`src/rtl/multicycle_control_pkg.sv`:
```
// Shared encodings for the multicycle controller: state codes, opcodes,
// ALU/mux select values and the bundled control-word struct.
package multicycle_control_pkg;

    localparam int WAIT_W = 8;

    typedef enum logic [3:0] {
        S_IDLE   = 4'd0,
        S_FETCH  = 4'd1,
        S_DECODE = 4'd2,
        S_MEMADR = 4'd3,
        S_MEMRD  = 4'd4,
        S_MEMWB  = 4'd5,
        S_MEMWR  = 4'd6,
        S_EXEC   = 4'd7,
        S_RWB    = 4'd8,
        S_BRANCH = 4'd9,
        S_JUMP   = 4'd10,
        S_ERR    = 4'd15
    } state_e;

    localparam logic [5:0] OP_RTYPE = 6'b000000;
    localparam logic [5:0] OP_LW    = 6'b100011;
    localparam logic [5:0] OP_SW    = 6'b101011;
    localparam logic [5:0] OP_BEQ   = 6'b000100;
    localparam logic [5:0] OP_J     = 6'b000010;

    localparam logic [2:0] ALU_ADD   = 3'b000;
    localparam logic [2:0] ALU_SUB   = 3'b001;
    localparam logic [2:0] ALU_FUNCT = 3'b010;

    localparam logic [1:0] SRCB_REG     = 2'b00;
    localparam logic [1:0] SRCB_FOUR    = 2'b01;
    localparam logic [1:0] SRCB_IMM     = 2'b10;
    localparam logic [1:0] SRCB_IMM_SH2 = 2'b11;

    localparam logic [1:0] PC_ALU    = 2'b00;
    localparam logic [1:0] PC_ALUOUT = 2'b01;
    localparam logic [1:0] PC_JUMP   = 2'b10;

    typedef struct packed {
        logic       pcwrite;
        logic       pcwritecond;
        logic       iord;
        logic       memread;
        logic       memwrite;
        logic       irwrite;
        logic       memtoreg;
        logic       regdst;
        logic       regwrite;
        logic       alusrca;
        logic [1:0] alusrcb;
        logic [2:0] aluop;
        logic [1:0] pcsource;
        logic       instr_done;
        logic       err;
    } ctrl_t;

    // States that hold while waiting on memory and are covered by the timeout.
    function automatic logic is_wait_state(input state_e s);
        return (s == S_FETCH) || (s == S_MEMRD) || (s == S_MEMWR);
    endfunction

endpackage

```
`src/rtl/multicycle_control_wait_timer.sv`:
```
// Memory wait counter: counts consecutive not-ready cycles in a memory state
// and flags a timeout on the TIMEOUT_CYC-th such cycle.
module mcc_wait_timer
    import multicycle_control_pkg::*;
#(
    parameter int TIMEOUT_CYC = 15
) (
    input  logic clk,
    input  logic rst_n,
    input  logic enter,
    input  logic active,
    input  logic mem_ready,
    output logic timeout
);

    localparam logic [WAIT_W-1:0] LIMIT = WAIT_W'(TIMEOUT_CYC - 1);

    logic [WAIT_W-1:0] cnt;

    always_ff @(posedge clk or negedge rst_n) begin
        if (!rst_n)
            cnt <= '0;
        else if (enter || mem_ready || !active)
            cnt <= '0;
        else
            cnt <= cnt + 1'b1;
    end

    // cnt holds completed wait cycles, so the current one is cnt+1.
    assign timeout = active && !mem_ready && (cnt >= LIMIT);

endmodule

```
`src/rtl/multicycle_control.sv`:
```
// Multicycle CPU control FSM (Moore, plus ready-qualified pcwrite/irwrite/instr_done).
// Optional jump support is enabled with `define MCC_JUMP_EN.
module multicycle_control
    import multicycle_control_pkg::*;
#(
    parameter int TIMEOUT_CYC = 15
) (
    input  logic       clk,
    input  logic       rst_n,
    input  logic       run,
    input  logic [5:0] opcode,
    input  logic       zero,
    input  logic       mem_ready,
    output logic       pcwrite,
    output logic       pcwritecond,
    output logic       iord,
    output logic       memread,
    output logic       memwrite,
    output logic       irwrite,
    output logic       memtoreg,
    output logic       regdst,
    output logic       regwrite,
    output logic       alusrca,
    output logic [1:0] alusrcb,
    output logic [2:0] aluop,
    output logic [1:0] pcsource,
    output logic       instr_done,
    output logic       err,
    output logic [3:0] state
);

    state_e st, nxt;
    ctrl_t  c;
    logic   timeout, enter;
    logic   unused_zero;

    // Branch resolution happens in the datapath via pcwritecond & zero.
    assign unused_zero = zero;

    always_ff @(posedge clk or negedge rst_n) begin
        if (!rst_n)
            st <= S_IDLE;
        else
            st <= nxt;
    end

    always_comb begin
        nxt = st;
        case (st)
            S_IDLE:   if (run) nxt = S_FETCH;
            S_FETCH:  if (mem_ready) nxt = S_DECODE;
                      else if (timeout) nxt = S_ERR;
            S_DECODE: begin
                case (opcode)
                    OP_LW, OP_SW: nxt = S_MEMADR;
                    OP_RTYPE:     nxt = S_EXEC;
                    OP_BEQ:       nxt = S_BRANCH;
`ifdef MCC_JUMP_EN
                    OP_J:         nxt = S_JUMP;
`endif
                    default:      nxt = S_ERR;
                endcase
            end
            S_MEMADR: nxt = (opcode == OP_LW) ? S_MEMRD : S_MEMWR;
            S_MEMRD:  if (mem_ready) nxt = S_MEMWB;
                      else if (timeout) nxt = S_ERR;
            S_MEMWR:  if (mem_ready) nxt = run ? S_FETCH : S_IDLE;
                      else if (timeout) nxt = S_ERR;
            S_EXEC:   nxt = S_RWB;
`ifdef MCC_JUMP_EN
            S_JUMP,
`endif
            S_MEMWB, S_RWB, S_BRANCH: nxt = run ? S_FETCH : S_IDLE;
            S_ERR:    nxt = S_ERR;
            default:  nxt = S_ERR;
        endcase
    end

    assign enter = is_wait_state(nxt) && (nxt != st);

    mcc_wait_timer #(.TIMEOUT_CYC(TIMEOUT_CYC)) u_wait (
        .clk       (clk),
        .rst_n     (rst_n),
        .enter     (enter),
        .active    (is_wait_state(st)),
        .mem_ready (mem_ready),
        .timeout   (timeout)
    );

    always_comb begin
        c = '0;
        case (st)
            S_FETCH: begin
                c.memread = 1'b1;
                c.alusrcb = SRCB_FOUR;
                c.aluop   = ALU_ADD;
                c.irwrite = mem_ready;
                c.pcwrite = mem_ready;
            end
            S_DECODE: begin
                c.alusrcb = SRCB_IMM_SH2;
                c.aluop   = ALU_ADD;
            end
            S_MEMADR: begin
                c.alusrca = 1'b1;
                c.alusrcb = SRCB_IMM;
            end
            S_MEMRD: begin
                c.memread = 1'b1;
                c.iord    = 1'b1;
            end
            S_MEMWR: begin
                c.memwrite   = 1'b1;
                c.iord       = 1'b1;
                c.instr_done = mem_ready;
            end
            S_MEMWB: begin
                c.regwrite   = 1'b1;
                c.memtoreg   = 1'b1;
                c.instr_done = 1'b1;
            end
            S_EXEC: begin
                c.alusrca = 1'b1;
                c.alusrcb = SRCB_REG;
                c.aluop   = ALU_FUNCT;
            end
            S_RWB: begin
                c.regwrite   = 1'b1;
                c.regdst     = 1'b1;
                c.instr_done = 1'b1;
            end
            S_BRANCH: begin
                c.alusrca     = 1'b1;
                c.aluop       = ALU_SUB;
                c.pcwritecond = 1'b1;
                c.pcsource    = PC_ALUOUT;
                c.instr_done  = 1'b1;
            end
`ifdef MCC_JUMP_EN
            S_JUMP: begin
                c.pcwrite    = 1'b1;
                c.pcsource   = PC_JUMP;
                c.instr_done = 1'b1;
            end
`endif
            S_ERR:   c.err = 1'b1;
            default: c = '0;
        endcase
    end

    assign pcwrite     = c.pcwrite;
    assign pcwritecond = c.pcwritecond;
    assign iord        = c.iord;
    assign memread     = c.memread;
    assign memwrite    = c.memwrite;
    assign irwrite     = c.irwrite;
    assign memtoreg    = c.memtoreg;
    assign regdst      = c.regdst;
    assign regwrite    = c.regwrite;
    assign alusrca     = c.alusrca;
    assign alusrcb     = c.alusrcb;
    assign aluop       = c.aluop;
    assign pcsource    = c.pcsource;
    assign instr_done  = c.instr_done;
    assign err         = c.err;
    assign state       = st;

endmodule

```
`config.mk`:
```
export PLATFORM = sky130hd
export DESIGN_NAME = multicycle_control
export DESIGN_NICKNAME = d
export VERILOG_FILES = /design/src/rtl/multicycle_control_pkg.sv /design/src/rtl/multicycle_control_wait_timer.sv /design/src/rtl/multicycle_control.sv
export SDC_FILE = /design/constraint.sdc
export NUM_CORES = 1
export LEC_CHECK = 0
export ABC_AREA = 1
export CAP_MARGIN = 25
export CORE_ASPECT_RATIO = 1.25
export CORE_MARGIN = 2
export CORE_UTILIZATION = 40
export CTS_CLUSTER_DIAMETER = 40
export DETAILED_ROUTE_END_ITERATION = 12
export PLACE_DENSITY = 0.76
export SLEW_MARGIN = 5
export SYNTH_ARGS = -nofsm -noshare
export SYNTH_HDL_FRONTEND = slang
export SYNTH_SLANG_ARGS = --single-unit
```
`constraint.sdc`:
```
create_clock -name clk -period 1.15 [get_ports clk]
set_input_delay 0.23 -clock clk [delete_from_list [all_inputs] [get_ports clk]]
set_output_delay 0.23 -clock clk [all_outputs]
set_load 0.05 [all_outputs]
```
==> Word-level counts from Yosys, hierarchy flattened <==
Index checks and enable logic that the tools add are counted.
W data, S select, Z words.
{ "word_totals": {"input_bits": 11, "ff_bits": 12, "ramBits": 0, "elab_cells": 64, "memories": 0, "latch_bits": 0, "output_inout_bits": 23, "romBits": 0} }
{ "op_classes": {"n_reduce_logical": 19, "div_mod_pow": 0, "mux": 24, "bitwise_logic": 0, "order_cmp": 1, "n_shift": 0, "n_eq_ne": 17, "addsub": 1, "n_mul": 0} }
{ "op_table": {"columns": ["operator", "count"], "rows": [
  ["$pmux W4 S8", 1],
  ["$eq A4 B3 Y1 const B", 6],
  ["$mux W4", 5],
  ["$eq A4 B4 Y1 const B", 3],
  ["$eq A6 B6 Y1 const B", 2],
  ["$mux W1", 12],
  ["$pmux W4 S3", 1],
  ["$add A8 B1 Y8 const B", 1],
  ["$eq A4 B1 Y1 const B", 2],
  ["$eq A4 B2 Y1 const B", 2],
  ["$ge A8 B4 Y1 const B", 1],
  ["$mux W8", 1],
  ["$reduce_or A2 Y1", 4],
  ["$eq A6 B3 Y1 const B", 1],
  ["$logic_not A6 Y1", 1],
  ["$logic_or A1 B1 Y1", 6],
  ["$pmux W2 S3", 1],
  ["$reduce_or A3 Y1", 2],
  ["$logic_not A4 Y1", 1],
  ["$ne A4 B4 Y1", 1],
  ["$pmux W2 S2", 1],
  ["$logic_and A1 B1 Y1", 3],
  ["$logic_not A1 Y1", 2],
  ["$mux W2", 1],
  ["$pmux W1 S2", 1]
]} }

==> Longest topological paths before layout <==
{ "logic_depth": {"ltp_word": 15, "depth_mapped": 9, "ltp_nobuf": 8} }

==> Modules after synthesis <==
Synthesis repeated with hierarchy kept, for this count alone.
{ "hier_totals": {"cells_unflattened": 171, "hier_area_um2": 1069.8} }
{ "modules_own_cells": {"columns": ["module", "seq_area_each_um2", "area_each_um2", "cells_per_inst", "n_inst"], "rows": [
  ["multicycle_control", 100.1, 633.1, 116, 1],
  ["mcc_wait_timer", 200.2, 436.7, 55, 1]
]} }

==> Least setup slack after synthesis <==
No wires, ideal clock.
{ "synth_timing": {"path_type": "reg-to-output", "start": "register st[3], in the netlist state[3]", "end": "output port instr_done", "path_stages_with_launch": 6, "required_time_ns": 0.920, "arrival_ns": 2.586, "path_buffers": 0, "setup_slack_ns": -1.666, "path_cell_list": "dfrtp_1 -> inv_2 -> nand2_1 -> nor2_2 -> nand2_1 -> o21ai_0"} }
{ "synth_between": {"elab_chain_len": 3, "elab_cells_between_ends": 6, "classes_between": "4 x eq/ne; 1 x mux; 1 x reduce/logical"} }
{ "synth_rtl": {"columns": ["element", "line", "text"], "rows": [
  ["start: declaration", "multicycle_control.sv:32", "state_e st, nxt;"],
  ["start signal: assignment", "multicycle_control.sv:44", "st <= nxt;"],
  ["$eq A4 B3 Y1 / $eq A4 B4 Y1 (equally long branches)", "multicycle_control.sv:92", "case (st)"],
  ["$reduce_or A3 Y1 (no source line)", null, null],
  ["$pmux W1 S2 (*)", "multicycle_control.sv:92", null],
  ["end: declaration", "multicycle_control.sv:27", "output logic instr_done,"]
]} }
Mark *: on every way between the ends. The rest lies on a longest branch, timed or not.

==> Final worst setup path <==
{ "layout_timing": {"start": "register st[1], in the netlist state[1]", "end": "output port instr_done"} }
Same word-level chain as after synthesis.

==> flow_metrics.tcl <==
set metrics [dict create \
    status "complete, but fails checks" \
    violations "negative setup slack" \
    async_flop_share_pct 100 \
    core_area_sq_mm 0.00221 \
    cp_slowest_cell "dfrtp_2" \
    layout_worst_path_cycle_share_pct 155 \
    critical_path_class "flop to primary output" \
    drtAntennaViolNets 0 \
    path_clk_slew_ns 0.08 \
    cts_tree "done" \
    clk_path_buf_depth 2 \
    fin_skew_ns 0.00212 \
    synth_ff_type "dfrtp_1" \
    via_per_inst 5.82 \
    die_h_um 58.4 \
    wire_per_inst_um 21.4 \
    antenna_cells 0 \
    grt_first_pass_wirelength_um 6160 \
    overflow 0 \
    synth_area_leaders "dfrtp_1 32%, nand2_1 14%, nor2_1 9.1%" \
    cellLeakagePower_nw 1.01 \
    dieArea_sq_mm 0.00278 \
    drive_gt1_share_pct 55.2 \
    reg2reg_slack_ns -0.52 \
    critPathTopFamily "simple AND/OR/NAND/NOR gates" \
    dr.pass1.iters 5 \
    syn_inst 141 \
    vdd_drop_max_mv 0.796 \
    cts_buffers 3 \
    dpl.hpwl_um 2530 \
    ioPinCount 34 \
    synth_top_area_share_pct 31.7 \
    critPathLaunchType "flop" \
    h-tree-depth 1 \
    yosys_register_bits 12 \
    insertion_delay_ns 0.27 \
    io_buffers 30 \
    worstPathArrival_ns 1.56 \
    wirelength_um 5400 \
    cp.depth 6 \
    avgSynthCellArea_sq_um 6.72 \
    synth_cell_type_count 26 \
    dp_slack_ns -0.389 \
    drc 0 \
    vias 1467 \
    worstPathRequired_ns 0.92 \
    timing.final.setup_violations 33 \
    end_kind "primary output" \
    fp-row-count 19 \
    final-max-slew-violation-count 0 \
    synth_edf_count 0 \
    synth_most_common_cell "nand2_1" \
    antenna_found_initial 0 \
    place.gp.congestion 0.820 \
    track_usage_pct 31.2 \
    start_util_pct 42.8 \
    syn_to_final_growth_pct 126 \
    hold_viol 0 \
    rsz0062_at_grt "yes" \
    yosysWarnings 0 \
    min_path_type "input pin to asynchronous set/reset pin" \
    cts_num_sinks 12 \
    synth_top_cell_by_area "dfrtp_1" \
    drt_iter0_markers 89 \
    slowest_delay_ns 0.49 \
    critPathLaunch "state[1]$_DFF_PN0_" \
    path_cells "nor2_1 -> nand2_2 -> nand2_8 -> nor2_4 -> o21ai_4 -> buf_12" \
    rr_worst_depth 11 \
    r2r_end "state[2]$_DFF_PN0_" \
    critPathMaxFanout 6 \
    fin_total_pwr_w 0.000839 \
    fin_ws_ns -0.635 \
    fmaxAchievable_ghz 0.560 \
    hold_buffers 0 \
    grt_max_degree 13 \
    min_period_ns 1.79 \
    grt_pass1_vias 1317 \
    die_x_um 47.5 \
    power.density_mw_per_mm2 392 \
    root_buffer "clkbuf_4" \
    r2r_start "state[0]$_DFF_PN0_" \
    cp.buffers_inverters 1 \
    netlist_area_sq_um 947 \
    ys_seq_area_share_pct 31.7 \
    nets 235 \
    max_cap_violations 0 \
    netlist_top_cells_count "35 x nand2_1, 23 x nor2_1, 19 x inv_1" \
]
-- layout make-up --
type / instances / area [sq um]
Clock buffer: 4 / 36.3
Tap cell: 31 / 38.8
Sequential cell: 12 / 305
Inverter: 24 / 115
Fill cell: 41 / 72.6
Timing Repair Buffer: 81 / 967
Multi-Input combinational cell: 100 / 676
-- how the worst max path moves through the flow --
stage                         endpoint  slack (ns)
floorplan                   instr_done       -0.62
global placement    state[0]$_DFF_PN0_       -0.27
detailed placement  state[0]$_DFF_PN0_       -0.39
CTS                         instr_done       -0.53
global route                instr_done       -0.69
finish                      instr_done       -0.64
-- metal layers --
layer / global-route usage, % / up-vias / part of all wire, %
met5: 0 / - / 0
met4: 14.7 / 0 / 6.9
met3: 3.07 / 55 / 10
met2: 55.6 / 155 / 50
met1: 35.2 / 668 / 33
li1: - / 589 / -
-- what timing repair did --
item,4_1_cts,5_1_grt
endpoints found under the setup margin,33,33
pin swaps,9,9
resized for setup,22,13
buffers inserted,12,7
-- kinds of logic after synthesis --
| group | after synthesis | synth area share (%) |
|---|---|---|
| AND/OR/NAND/NOR | 83 | 41.3 |
| buffers and inverters | 30 | 14.9 |
| flip-flops | 12 | 31.7 |
| AO/OA/AOI/OAI | 9 | 5.28 |
| XOR/XNOR | 4 | 3.70 |
| adder cells (fa/ha/maj) | 2 | 2.64 |
| other | 1 | 0.396 |
-- registers in the layout, summed over array words and instances, names as in the netlist --
name and count:
u_wait.cnt 8, state 4
-- cells in the final DEF, fill, tap and decap left out, drive strengths merged --
cell           instances
or2                    1
clkdlybuf4s50          9
clkbuf                 4
o21ai                  6
nor2                  27
nor3                   4
buf                   72
a31oi                  1
ha                     2
conb                   2
xnor2                  1
xor2                   3
a21oi                  2
nor3b                  1
dfrtp                 12
inv                   20
nand2                 37
nand4                  1
clkinvlp               4
nand3                 12
-- where the power goes --
group | internal, W | leakage (nW) | switching [W]
logic | 0.0000325 | 0.841 | 0.0000491
registers | 0.000421 | 0.146 | 0
clock network | 0.000192 | 0.0210 | 0.000143
total | 0.000646 | 1.01 | 0.000193
-- per-stage QoR --
step           setup TNS [ns]  util (%)  cells  hold slack (ns)  cell area [sq um]
2_1_floorplan           -8.93         -    142          -0.0656               1090
3_3_place_gp            -5.15      83.4    230            0.520               1840
3_5_place_dp            -6.31      83.4    230            0.520               1840
4_1_cts                -10.78      92.4    246            0.249               2040
5_1_grt                -16.37      96.7    252            0.279               2140
6_report               -15.29      96.7    252            0.257               2140
Note: power is estimated with default switching activity, not from simulation.
